<file path="src/rtl/bist_pkg.sv">
// Shared BIST definitions: controller state encoding and the LFSR/MISR step
// functions, written over a wide vector so any register width up to MAX_W can use them.
package bist_pkg;

  typedef enum logic [1:0] {
    IDLE  = 2'd0,
    RUN   = 2'd1,
    DRAIN = 2'd2,
    DONE  = 2'd3
  } state_t;

  localparam int MAX_W = 64;

  // Callers zero-extend into MAX_W and cast the result back to their own width.
  function automatic logic [MAX_W-1:0] lfsr_step(input logic [MAX_W-1:0] v,
                                                 input logic [MAX_W-1:0] poly);
    return (v << 1) | MAX_W'(^(v & poly));
  endfunction

  function automatic logic [MAX_W-1:0] misr_step(input logic [MAX_W-1:0] v,
                                                 input logic [MAX_W-1:0] poly,
                                                 input logic [MAX_W-1:0] d);
    return lfsr_step(v, poly) ^ d;
  endfunction

endpackage

</file>
<file path="src/rtl/bist_pattern_ctrl_if.sv">
// Connection between the BIST controller and the circuit under test plus its
// status consumer; master is the controller side.
interface bist_pattern_ctrl_if #(
  parameter int PI_W = 35,
  parameter int PO_W = 23
);
  logic            start;
  logic [PI_W-1:0] pi_out;
  logic [PO_W-1:0] po_in;
  logic            busy;
  logic            done;
  logic            pass;
  logic [PO_W-1:0] sig;

  modport master (input start, po_in, output pi_out, busy, done, pass, sig);
  modport slave  (output start, po_in, input pi_out, busy, done, pass, sig);
endinterface

</file>
<file path="src/rtl/bist_misr.sv">
// Multiple-input signature register; clear wins over enable. Kept generic so
// other benchmark wrappers can reuse it with their own width and taps.
module bist_misr
  import bist_pkg::*;
#(
  parameter int              PO_W    = 23,
  parameter logic [PO_W-1:0] PO_POLY = 23'h42_0001
) (
  input  logic            ck,
  input  logic            rstn,
  input  logic            clr,
  input  logic            en,
  input  logic [PO_W-1:0] d,
  output logic [PO_W-1:0] q
);

  // Signature register
  always_ff @(posedge ck) begin
    if (!rstn) begin
      q <= '0;
    end else if (clr) begin
      q <= '0;
    end else if (en) begin
      q <= PO_W'(misr_step(MAX_W'(q), MAX_W'(PO_POLY), MAX_W'(d)));
    end else begin
      q <= q;
    end
  end

endmodule

</file>
<file path="src/rtl/bist_pattern_ctrl.sv">
// BIST controller: drives CUT inputs from an LFSR, compacts CUT outputs into a
// MISR after a fixed CUT latency, and flags the final signature against a golden value.
module bist_pattern_ctrl
  import bist_pkg::*;
#(
  parameter int              PI_W       = 35,
  parameter int              PO_W       = 23,
  parameter logic [PI_W-1:0] PI_POLY    = 35'h5_0000_0001,
  parameter logic [PI_W-1:0] PI_SEED    = 35'h1,
  parameter logic [PO_W-1:0] PO_POLY    = 23'h42_0001,
  parameter int              N_PATTERNS = 256,
  parameter int              CUT_LAT    = 1,
  parameter logic [PO_W-1:0] GOLDEN_SIG = 23'h0
) (
  input logic                 ck,
  input logic                 rstn,
  bist_pattern_ctrl_if.master bus
);

  localparam int               CNT_W      = $clog2(N_PATTERNS + 1);
  localparam int               PIPE_W     = (CUT_LAT > 0) ? CUT_LAT : 1;
  localparam logic [CNT_W-1:0] LAST_CNT   = CNT_W'(N_PATTERNS - 1);
  localparam logic [3:0]       DRAIN_LAST = 4'(CUT_LAT - 1);
  // An all-zero seed would lock the LFSR.
  localparam logic [PI_W-1:0]  SEED_EFF   = (PI_SEED == '0) ? PI_W'(1'b1) : PI_SEED;

  state_t            state_r, state_s;
  logic [PI_W-1:0]   lfsr_r, pi_out_r;
  logic [CNT_W-1:0]  count_r;
  logic [3:0]        drain_r;
  logic [PIPE_W-1:0] pipe_r;
  logic              busy_r, done_r, pass_r;
  logic              start_run_s, applied_s, misr_en_s, finish_s;
  logic [PO_W-1:0]   sig_s, sig_next_s;

  // Next-state decode and per-cycle strobes
  always_comb begin
    state_s     = state_r;
    start_run_s = 1'b0;
    applied_s   = 1'b0;
    case (state_r)
      IDLE, DONE: begin
        if (bus.start) begin
          state_s     = RUN;
          start_run_s = 1'b1;
        end else begin
          state_s = state_r;
        end
      end
      RUN: begin
        applied_s = 1'b1;
        if (count_r == LAST_CNT) begin
          state_s = (CUT_LAT > 0) ? DRAIN : DONE;
        end else begin
          state_s = RUN;
        end
      end
      DRAIN: begin
        if (drain_r == DRAIN_LAST) begin
          state_s = DONE;
        end else begin
          state_s = DRAIN;
        end
      end
      default: state_s = IDLE;
    endcase
  end

  // Compaction enable plus look-ahead signature so PASS rises together with DONE
  always_comb begin
    finish_s   = (state_s == DONE) && (state_r != DONE);
    misr_en_s  = (CUT_LAT == 0) ? applied_s : pipe_r[PIPE_W-1];
    sig_next_s = sig_s;
    if (misr_en_s) begin
      sig_next_s = PO_W'(misr_step(MAX_W'(sig_s), MAX_W'(PO_POLY), MAX_W'(bus.po_in)));
    end else begin
      sig_next_s = sig_s;
    end
  end

  // State, pattern generator, counters, capture pipe and status flags
  always_ff @(posedge ck) begin
    if (!rstn) begin
      state_r  <= IDLE;
      lfsr_r   <= '0;
      pi_out_r <= '0;
      count_r  <= '0;
      drain_r  <= 4'd0;
      pipe_r   <= '0;
      busy_r   <= 1'b0;
      done_r   <= 1'b0;
      pass_r   <= 1'b0;
    end else begin
      state_r <= state_s;
      busy_r  <= (state_s == RUN) || (state_s == DRAIN);
      done_r  <= (state_s == DONE);
      pipe_r  <= PIPE_W'({pipe_r, applied_s});
      drain_r <= (state_r == DRAIN) ? drain_r + 4'd1 : 4'd0;
      if (start_run_s) begin
        pi_out_r <= SEED_EFF;
        lfsr_r   <= PI_W'(lfsr_step(MAX_W'(SEED_EFF), MAX_W'(PI_POLY)));
        count_r  <= '0;
      end else if (applied_s && (state_s == RUN)) begin
        pi_out_r <= lfsr_r;
        lfsr_r   <= PI_W'(lfsr_step(MAX_W'(lfsr_r), MAX_W'(PI_POLY)));
        count_r  <= count_r + CNT_W'(1'b1);
      end else begin
        pi_out_r <= pi_out_r;
        lfsr_r   <= lfsr_r;
        count_r  <= count_r;
      end
      if (start_run_s) begin
        pass_r <= 1'b0;
      end else if (finish_s) begin
        pass_r <= (sig_next_s == GOLDEN_SIG);
      end else begin
        pass_r <= pass_r;
      end
    end
  end

  bist_misr #(
    .PO_W    (PO_W),
    .PO_POLY (PO_POLY)
  ) u_misr (
    .ck   (ck),
    .rstn (rstn),
    .clr  (start_run_s),
    .en   (misr_en_s),
    .d    (bus.po_in),
    .q    (sig_s)
  );

  assign bus.pi_out = pi_out_r;
  assign bus.busy   = busy_r;
  assign bus.done   = done_r;
  assign bus.pass   = pass_r;
  assign bus.sig    = sig_s;

endmodule
</file>
<file path="src/flat_wrapper.sv">
// flat-port wrapper written by rule: the top's interface ports become plain ports
module bist_pattern_ctrl_flat import bist_pkg::*;
#(
  parameter int              PI_W       = 35,
  parameter int              PO_W       = 23,
  parameter logic [PI_W-1:0] PI_POLY    = 35'h5_0000_0001,
  parameter logic [PI_W-1:0] PI_SEED    = 35'h1,
  parameter logic [PO_W-1:0] PO_POLY    = 23'h42_0001,
  parameter int              N_PATTERNS = 256,
  parameter int              CUT_LAT    = 1,
  parameter logic [PO_W-1:0] GOLDEN_SIG = 23'h0
)
  (ck, rstn, bus_start, bus_po_in, bus_pi_out, bus_busy, bus_done, bus_pass, bus_sig);
  bist_pattern_ctrl_if #(.PI_W(PI_W), .PO_W(PO_W)) bus_i ();
  input logic ck;
  input logic rstn;
  input wire logic [$bits(bus_i.start)-1:0] bus_start;
  input wire logic [$bits(bus_i.po_in)-1:0] bus_po_in;
  output wire logic [$bits(bus_i.pi_out)-1:0] bus_pi_out;
  output wire logic [$bits(bus_i.busy)-1:0] bus_busy;
  output wire logic [$bits(bus_i.done)-1:0] bus_done;
  output wire logic [$bits(bus_i.pass)-1:0] bus_pass;
  output wire logic [$bits(bus_i.sig)-1:0] bus_sig;
  assign bus_i.start = bus_start;
  assign bus_i.po_in = bus_po_in;
  assign bus_pi_out = bus_i.pi_out;
  assign bus_busy = bus_i.busy;
  assign bus_done = bus_i.done;
  assign bus_pass = bus_i.pass;
  assign bus_sig = bus_i.sig;
  bist_pattern_ctrl #(.PI_W(PI_W), .PO_W(PO_W), .PI_POLY(PI_POLY), .PI_SEED(PI_SEED), .PO_POLY(PO_POLY), .N_PATTERNS(N_PATTERNS), .CUT_LAT(CUT_LAT), .GOLDEN_SIG(GOLDEN_SIG)) u_core (.ck(ck), .rstn(rstn), .bus(bus_i));
endmodule
</file>
<file path="config.mk">
export PLATFORM = sky130hd
export DESIGN_NAME = bist_pattern_ctrl_flat
export DESIGN_NICKNAME = d
export VERILOG_FILES = /design/src/rtl/bist_pkg.sv /design/src/rtl/bist_pattern_ctrl_if.sv /design/src/rtl/bist_misr.sv /design/src/rtl/bist_pattern_ctrl.sv /design/src/flat_wrapper.sv
export SDC_FILE = /design/constraint.sdc
export NUM_CORES = 1
export LEC_CHECK = 0
export BUFFER_PORTS_ARGS = -buffer_cell sky130_fd_sc_hd__buf_2
export CORE_MARGIN = 4
export CORE_UTILIZATION = 53
export CTS_CLUSTER_SIZE = 30
export DETAILED_ROUTE_END_ITERATION = 16
export PLACE_DENSITY = 0.8
export SLEW_MARGIN = 0
export SYNTH_ARGS = -nofsm -noshare
export SYNTH_HDL_FRONTEND = slang
export SYNTH_SLANG_ARGS = --single-unit
</file>
<file path="constraint.sdc">
create_clock -name ck -period 2.9 [get_ports ck]
set_input_delay 0.29 -clock ck [delete_from_list [all_inputs] [get_ports ck]]
set_output_delay 0.29 -clock ck [all_outputs]
set_load 0.05 [all_outputs]
</file>
== Yosys cells after proc, flatten, opt, wreduce, memory -nomap -nowiden ==
Index checks and enable logic that the tools add are counted.
Storage, ports and cells
  logic and storage cells: 50
  flip-flop bits (word level): 112
  output and inout bits: 61
  input port bits: 26
  bits in writable memories: 0
  memories kept: 0
  latch bits: 0
  memory bits (read-only): 0
Cells by class
  multiplexer cells: 12
  shifts and indexed selects: 0
  reduce and logical (&&, ||, !) cells: 12
  $lt $le $gt $ge: 0
  divide/modulo/power cells: 0
  $add $sub $neg: 2
  multipliers: 0
  eq/ne operators: 8
  bitwise operators: 4
Operator list (count)
  64-bit parity: 2
  35-bit by 1-bit bitwise OR with 35-bit output: 1
  23-bit logical NOT: 1
  23-bit two-way mux: 1
  23-bit by 1-bit bitwise OR with 23-bit output: 1
  23-bit bitwise XOR: 1
  9-bit by 1-bit adder with 9-bit output, second input constant: 1
  9-bit by 8-bit == test with 1-bit output, second input constant: 1
  2-bit == test, second input constant: 4
  2-bit two-way mux: 4
  1-bit two-way mux: 6
  2-bit one-hot mux with 3 select lines: 1
  4-bit by 1-bit adder with 4-bit output, second input constant: 1
  2-bit by 1-bit == test with 1-bit output, second input constant: 2
  4-bit logical NOT: 1
  2-bit OR reduction: 2
  1-bit logical AND: 2
  2-bit logical NOT: 1
  2-bit != test, second input constant: 1
  2-bit AND reduction: 1
  2-bit nonzero test: 1
  1-bit logical OR: 1
  1-bit inverter: 1

== Depth between registers and ports, before layout ==
Gate-level depths: netlist of run 1.
  depth after elaboration: 7
  mapped depth: 14

== By module ==
From an unflattened synthesis of run 1, not the netlist that was laid out.
Second synthesis, totals
  cell total of the unflattened synthesis: 435
  area total of the unflattened synthesis: 3674.8 um2
Modules (own cells, without submodules)
  bist_pattern_ctrl: instances 1, area an instance 2697.6 um2, cells each 333, seq. area each 1101.1 um2
  bist_misr: instances 1, area an instance 977.2 um2, cells each 102, seq. area each 460.4 um2

== Least setup slack after synthesis of run 1 ==
OpenSTA, ideal clock, no wires.
  path kind: flip-flop to flip-flop
  from: reg u_core.count_r[0]
  to: reg u_core.count_r[5]
  stages on the path, launching flop included: 14
  path buffers: 1
  clock period less this slack: 2.319 ns
  arrival: 2.248 ns
  path slack: 0.581 ns
  path through: dfxtp_1 -> ha_1 -> nand3_1 -> nor2_1 -> ha_1 -> nor2b_1 -> a311oi_1 -> a21oi_1 -> ha_1 -> and2_1 -> clkbuf_1 -> nand4_1 -> or3_1 -> a21oi_1
Between the ends
  cells in the longest elaborated chain, start to end: 5
Ends and longest elaborated chain
  from (decl): line bist_pattern_ctrl.sv:29  | logic [CNT_W-1:0] count_r;
  from (signal assigned): line bist_pattern_ctrl.sv:106  | count_r <= count_r + CNT_W'(1'b1);
  from (signal assigned): line bist_pattern_ctrl.sv:110  | count_r <= count_r;
  9-bit by 8-bit == test with 1-bit output: line bist_pattern_ctrl.sv:52  | if (count_r == LAST_CNT) begin
  2-bit two-way mux: line bist_pattern_ctrl.sv:52
  2-bit one-hot mux with 3 select lines: line bist_pattern_ctrl.sv:41  | case (state_r)
  named net u_core.state_s[0]: line bist_pattern_ctrl.sv:27  | state_t state_r, state_s;
  2-bit by 1-bit == test with 1-bit output: line bist_pattern_ctrl.sv:103  | end else if (applied_s && (state_s == RUN)) begin
  1-bit logical AND: line bist_pattern_ctrl.sv:103
The timed path passes the listed nets, and every way through them passes these cells.
A chain may end at the register's enable or synchronous reset.

== Final worst setup path of run 1 ==
  from: reg u_core.count_r[0]
  to: reg u_core.count_r[2]
Same word-level chain as after synthesis.

==> results.json, run 1 <==
{
  "min_path_type": "in -> reg",
  "max_cap_viol_count": 0,
  "grt_pass1_wl_um": 11400,
  "via_count": 2741,
  "cts_setup_buffers": 0,
  "synth_most_common_cell": "nand2_1",
  "leakage_nw": 1.64,
  "rows": 29,
  "critPathArrivalTime_ns": 2.76,
  "grt_max_degree": 46,
  "fp.dieW_um": 89.0,
  "ys_seq_area_share_pct": 44.9,
  "synth_top_family_by_area": "simple AND/OR/NAND/NOR gates",
  "peakVddDrop_uv": 347,
  "initial_core_util_pct": 54.8,
  "start_kind": "flop",
  "slew_viol_final": 0,
  "synth_compound_area_share_pct": 8.99,
  "yosys_warnings": 0,
  "criticalPathCategory": "reg -> reg",
  "wirelength_um": 6950,
  "hp-start": "bus_start",
  "synth-seq-cells": 78,
  "synth_top_cell_area_share_pct": 44.9,
  "cts_sinks": 78,
  "synthDistinctLibCells": 37,
  "place.port_buffers": 86,
  "relSlewSlack_pct": 68.3,
  "clk-insertion-delay-late_ns": 0.35,
  "grt_overflow": 0,
  "route.detailed.drc": 0,
  "critPathMostFrequentCell": "ha_1",
  "drive_gt1_share_pct": 24.3,
  "period_minus_slack_ns": 2.53,
  "min_path_cells": 3,
  "cpPeakStageDelay_ns": 0.38,
  "clock_skew_ns": 0.0106,
  "routed_via_density": 5.14,
  "antenna_found_initial": 0,
  "crit_path_cell_trace": "ha_1 > nand3_1 > nor2_1 > ha_1 > nor2b_1 > a311oi_1 > a21oi_1 > ha_1 > and2_1 > buf_4 > nand2_1 > xor2_1 > nor2_1",
  "syn_inst": 403,
  "syn-cell-area_um2": 3480,
  "synth_edf_count": 0,
  "period_share_pct": 87.3,
  "ant_nets": 0,
  "power.density_nw_per_um2": 600,
  "synth_simple_gate_area_share_pct": 19.4,
  "rsz0062_at_grt": "no",
  "route.detailed.wl_per_inst_um": 13.0,
  "synth_area_leaders": "dfxtp_1, nand2_1, buf_4",
  "ctsRootBufferMaster": "clkbuf_8",
  "pin_count": 87,
  "grt_pass1_vias": 2499,
  "slowest_stage": "buf_4",
  "synthMuxAreaShare_pct": 4.03,
  "place_congestion": 0.886,
  "r2r_cells": 13,
  "setup_viol": 0,
  "min_to": "u_core.lfsr_r[0]",
  "synth-main-ff-cell": "dfxtp_1",
  "rr_endpoint": "u_core.count_r[2]",
  "syn_avg_cell_area_um2": 8.63,
  "synth_xor_area_share_pct": 8.56,
  "antenna_cells": 0,
  "required_ns": 3.13,
  "tritoncts": "yes",
  "hold_buffers": 0,
  "async_flop_share_pct": 0,
  "nets": 486,
  "reg2reg_slack_ns": 0.37,
  "crit_path_end_kind": "flop",
  "drtIter0Drc": 158,
  "dpl.hpwl_um": 5010,
  "synthAdderAreaFrac_pct": 3.24,
  "cts_buffer_depth": 2,
  "finalSetupTns_ns": 0,
  "outcome": "complete, no violations",
  "clk_pin_slew_ns": 0.08,
  "hold_viol": 0,
  "die_h_um": 89.0,
  "post_cts_resized": 0,
  "die_area_um2": 7920,
  "whs_ns": 0.280,
  "grtUsageTotal_pct": 18.0,
  "post-route-cell-area_um2": 3930,
  "area_delta_synth_final_pct": 12.8,
  "rr_startpoint": "u_core.count_r[0]",
  "fillers": 533,
  "synth_top_area_cell": "dfxtp_1",
  "placed_cell_area_um2": 3690,
  "synth_common_cells": "nand2_1, dfxtp_1, a21oi_1, nor2_1, buf_4",
  "fmaxAchievable_ghz": 0.395,
  "htree_levels": 3,
  "syn-num-nets": 438,
  "worst_pin_slew_ns": 0.475,
  "drtPass1Iterations": 4,
  "numCtsBuffers": 9,
  "core_um2": 6350,
  "path_max_fanout": 37
}
## metrics by stage
stage | utilization, % | setup WS, ns | std cells | power [W]
4_1_cts | 61.8 | 0.353 | 533 | 0.00237
3_5_place_dp | 58.2 | 0.372 | 517 | 0.00146
2_1_floorplan | - | 0.581 | 403 | 0.00138
6_report | 61.8 | 0.368 | 533 | 0.00235
3_3_place_gp | 58.2 | 0.497 | 517 | 0.00145
5_1_grt | 61.8 | 0.125 | 533 | 0.00245
## worst max-delay path, delay by kind of cell (launching register included)
family | cells | cell delay (ns)
fa+ha+maj | 3 | 0.62
compound gates | 2 | 0.29
flops | 1 | 0.34
buf+inv | 1 | 0.38
simple gates | 6 | 0.64
xor+xnor | 1 | 0.13
## sequential cells by signal, indices dropped and copies added, names as in the netlist
name	cells
u_core.drain_r	4
u_core.bus.busy	1
u_core.count_r	9
u_core.bus.pi_out	35
u_core.misr_en_s	1
u_core.bus.pass	1
u_core.state_r	2
u_core.bus.done	1
u_core.u_misr.q	23
u_core.lfsr_r	1
## routing by layer
metal	vias up	share of wire (%)	GRT usage, %	wire length (µm)
met5	-	0	0	0
met4	0	1.2	6.63	85
met3	10	7.7	4.24	534
met2	85	46	29.2	3230
met1	1256	45	23.4	3100
li1	1390	-	-	-
## power by group
| part | switching, W | internal [W] |
|---|---|---|
| Combinational | 0.000213 | 0.000100 |
| Sequential | 0.0000274 | 0.00110 |
| Clock | 0.000405 | 0.000512 |
| Total | 0.000646 | 0.00171 |
## cell type report
type | count | area, µm² | area share (%)
well taps | 77 | 96.3 | 2.45
clock inverters | 6 | 92.6 | 2.36
repair buffers | 90 | 473 | 12.0
flip-flops and latches | 78 | 1560 | 39.8
multi-input cells | 265 | 1540 | 39.2
inverters | 7 | 26.3 | 0.669
clock buffers | 10 | 138 | 3.51
## cells by family (layout without fill, tap and decap cells)
family | after synthesis | after routing
AO/OA/AOI/OAI | 56 | 56
flip-flops | 78 | 78
multiplexers | 14 | 14
adder cells (fa/ha/maj) | 9 | 9
AND/OR/NAND/NOR | 152 | 152
buffers and inverters | 60 | 113
XOR/XNOR | 34 | 34
## cell usage in the layout (no fill, tap or decap), types with 2 or more instances in the layout
cell type / Yosys / routed
buf_4: 34 / 3
dfxtp_1: 78 / 78
clkinvlp_4: 0 / 2
xnor2_1: 14 / 14
a211oi_1: 8 / 8
a21oi_1: 40 / 40
buf_2: 2 / 86
o21ai_1: 3 / 3
mux2i_1: 14 / 14
clkbuf_8: 0 / 10
bufinv_16: 0 / 2
nand4_1: 6 / 6
and3_1: 2 / 2
nand2_1: 81 / 81
xor2_1: 20 / 20
ha_1: 9 / 9
nor2_1: 38 / 38
and2_1: 5 / 5
a31oi_1: 2 / 2
or3_1: 2 / 2
nand3_1: 2 / 2
nor4_1: 6 / 6
inv_1: 7 / 7
## worst max-delay path by stage
| stage | end | slack (ns) | startpoint |
|---|---|---|---|
| 3_5_place_dp | u_core.count_r[5] | 0.37 | u_core.count_r[0] |
| 2_1_floorplan | u_core.count_r[5] | 0.58 | u_core.count_r[0] |
| 6_report | u_core.count_r[2] | 0.37 | u_core.count_r[0] |
| 3_3_place_gp | u_core.count_r[2] | 0.50 | u_core.count_r[0] |
| 5_1_grt | u_core.count_r[5] | 0.13 | u_core.count_r[0] |
| 4_1_cts | u_core.count_r[2] | 0.35 | u_core.count_r[0] |
(Power assumes the default switching activity.)
==> run 2, diff against run 1 <==
CTS_BUF_LIST = sky130_fd_sc_hd__clkbuf_16   (was not set)
HOLD_SLACK_MARGIN = 0.06   (was not set)
==> run 2 against run 1 <==
Effect of this change: non-clock buffer count unchanged; critical path depth is the same; die area is the same; flip-flop and latch count is the same; combinational power is essentially flat; largest power group is now the clock network; highest routed layer unchanged.
==> results.json, run 2 (synthesis results as in run 1) <==
{
  "path_max_fanout": 37,
  "grt_pass1_wl_um": 11500,
  "peakVddDrop_uv": 407,
  "routed_via_density": 5.14,
  "route.detailed.wl_per_inst_um": 13.2,
  "crit_path_end_kind": "flop",
  "antenna_cells": 0,
  "numCtsBuffers": 9,
  "path_delay_family": "simple AND/OR/NAND/NOR gates",
  "via_count": 2739,
  "period_share_pct": 88.1,
  "clock_skew_ns": 0.00985,
  "fp.dieW_um": 89.0,
  "fin_cells": 533,
  "slew_viol_final": 0,
  "core_um2": 6350,
  "leakage_nw": 1.68,
  "outcome": "complete, no violations",
  "place.port_buffers": 86,
  "relSlewSlack_pct": 67.4,
  "grt_overflow": 0,
  "cts_sinks": 78,
  "max_cap_viol_count": 0,
  "pin_count": 87,
  "clk-insertion-delay-late_ns": 0.33,
  "rsz0062_at_grt": "no",
  "tritoncts": "yes",
  "area_delta_synth_final_pct": 15.5,
  "drive_gt1_share_pct": 24.1,
  "initial_core_util_pct": 54.8,
  "post_cts_resized": 0,
  "p_sw_share_pct": 25.8,
  "period_minus_slack_ns": 2.55,
  "rows": 29,
  "drtIter0Drc": 149,
  "clk_pin_slew_ns": 0.06,
  "wirelength_um": 7060,
  "cts_buffer_depth": 2,
  "worst_pin_slew_ns": 0.489,
  "layout_common_cells": "buf_2, nand2_1, dfxtp_1, a21oi_1, nor2_1",
  "hold_viol": 0,
  "fillers": 522,
  "htree_levels": 3,
  "required_ns": 3.11,
  "ctsRootBufferMaster": "clkbuf_16",
  "multi_input_area_um2": 1540,
  "largest_reg_flops": 35,
  "grtUsageTotal_pct": 18.3,
  "place_inst": 517,
  "fmaxAchievable_ghz": 0.392,
  "p_clk_share_pct": 45.3,
  "ant_nets": 0,
  "grt_max_degree": 46,
  "route.detailed.drc": 0,
  "slowest_stage": "buf_4",
  "crit_path_cell_trace": "ha_1 > nand3_1 > nor2_1 > ha_1 > nor2b_1 > a311oi_1 > a21oi_1 > ha_1 > and2_1 > buf_4 > nand2_1 > xor2_1 > nor2_1",
  "p_sw_w": 0.000679,
  "critPathMostFrequentCell": "ha_1",
  "ff_latch_area_um2": 1560,
  "critPathArrivalTime_ns": 2.76,
  "criticalPathCategory": "reg -> reg",
  "nets": 486,
  "antenna_found_initial": 0,
  "start_kind": "flop",
  "drtPass1Iterations": 4,
  "die_h_um": 89.0,
  "p_seq_share_pct": 42.7,
  "p_int_w": 0.00195,
  "power.density_nw_per_um2": 655,
  "power_frac_comb_pct": 12.0,
  "setup_viol": 0,
  "hold_buffers": 0,
  "die_area_um2": 7920,
  "worst-path-buf-inv": 1,
  "grt_pass1_vias": 2454,
  "final_common_cell": "buf_2",
  "dpl.hpwl_um": 5010,
  "min_path_type": "in -> reg",
  "cts_setup_buffers": 0,
  "cpPeakStageDelay_ns": 0.38,
  "finalSetupTns_ns": 0,
  "place_congestion": 0.886
}
## run 2: cell count changes in the layout (fill, tap and decap cells not counted), sizes merged
cell    before  now
clkbuf      10    9
clkinv       1    2
## run 2: metal layers
| metal | up-vias | routed length, µm | GRT usage, % |
|---|---|---|---|
| li1 | 1388 | - | - |
| met1 | 1255 | 3200 | 24.3 |
| met2 | 88 | 3250 | 28.8 |
| met3 | 8 | 512 | 4.52 |
| met4 | 0 | 95 | 7.04 |
| met5 | - | 0 | 0 |
## run 2: power by group through the flow
| stage | clock (W) | combinational, W | sequential, W |
|---|---|---|---|
| after floorplan | 0 | 0.000188 | 0.00120 |
| after global placement | 0 | 0.000308 | 0.00115 |
| after detailed placement | 0 | 0.000312 | 0.00115 |
| after CTS | 0.00121 | 0.000314 | 0.00112 |
| after global routing | 0.00126 | 0.000342 | 0.00113 |
| final | 0.00119 | 0.000315 | 0.00112 |
## run 2: worst reg2reg max path, cell delays in order (launching register included)
cell,delay (ns)
dfxtp_1,0.34
ha_1,0.24
nand3_1,0.09
nor2_1,0.04
ha_1,0.19
nor2b_1,0.15
a311oi_1,0.07
a21oi_1,0.21
ha_1,0.21
and2_1,0.22
buf_4,0.38
nand2_1,0.11
xor2_1,0.13
nor2_1,0.05
## run 2: path summary, 6_finish.rpt
check / slack [ns] / from / cells past startpoint / end
worst max-delay path: 0.35 / u_core.count_r[0] / 13 / u_core.count_r[2]
worst min-delay path: 0.30 / bus_start / 3 / u_core.lfsr_r[0]
worst max register to register: 0.35 / u_core.count_r[0] / 13 / u_core.count_r[2]
worst min register to register: 0.47 / u_core.drain_r[0] / 1 / u_core.drain_r[0]
## run 2: stage by stage
step,hold slack (ns),total power [W],worst slack [ns],instance area [µm²],util [%]
detailed placement,0.458,0.00146,0.372,3690,58.2
global placement,0.447,0.00145,0.497,3690,58.2
finish,0.301,0.00263,0.346,4020,63.3
CTS,0.291,0.00265,0.339,4020,63.3
floorplan,0.412,0.00138,0.581,3480,-
global route,0.306,0.00273,0.105,4020,63.3
## run 2: cell type report
type                       instances  area share (%)
clock buffer                       9            5.61
clock inverter                     7            2.40
inverter                           7           0.654
multi-input combinational        265            38.3
sequential                        78            38.9
tap                               77            2.40
timing repair buffer              90            11.8
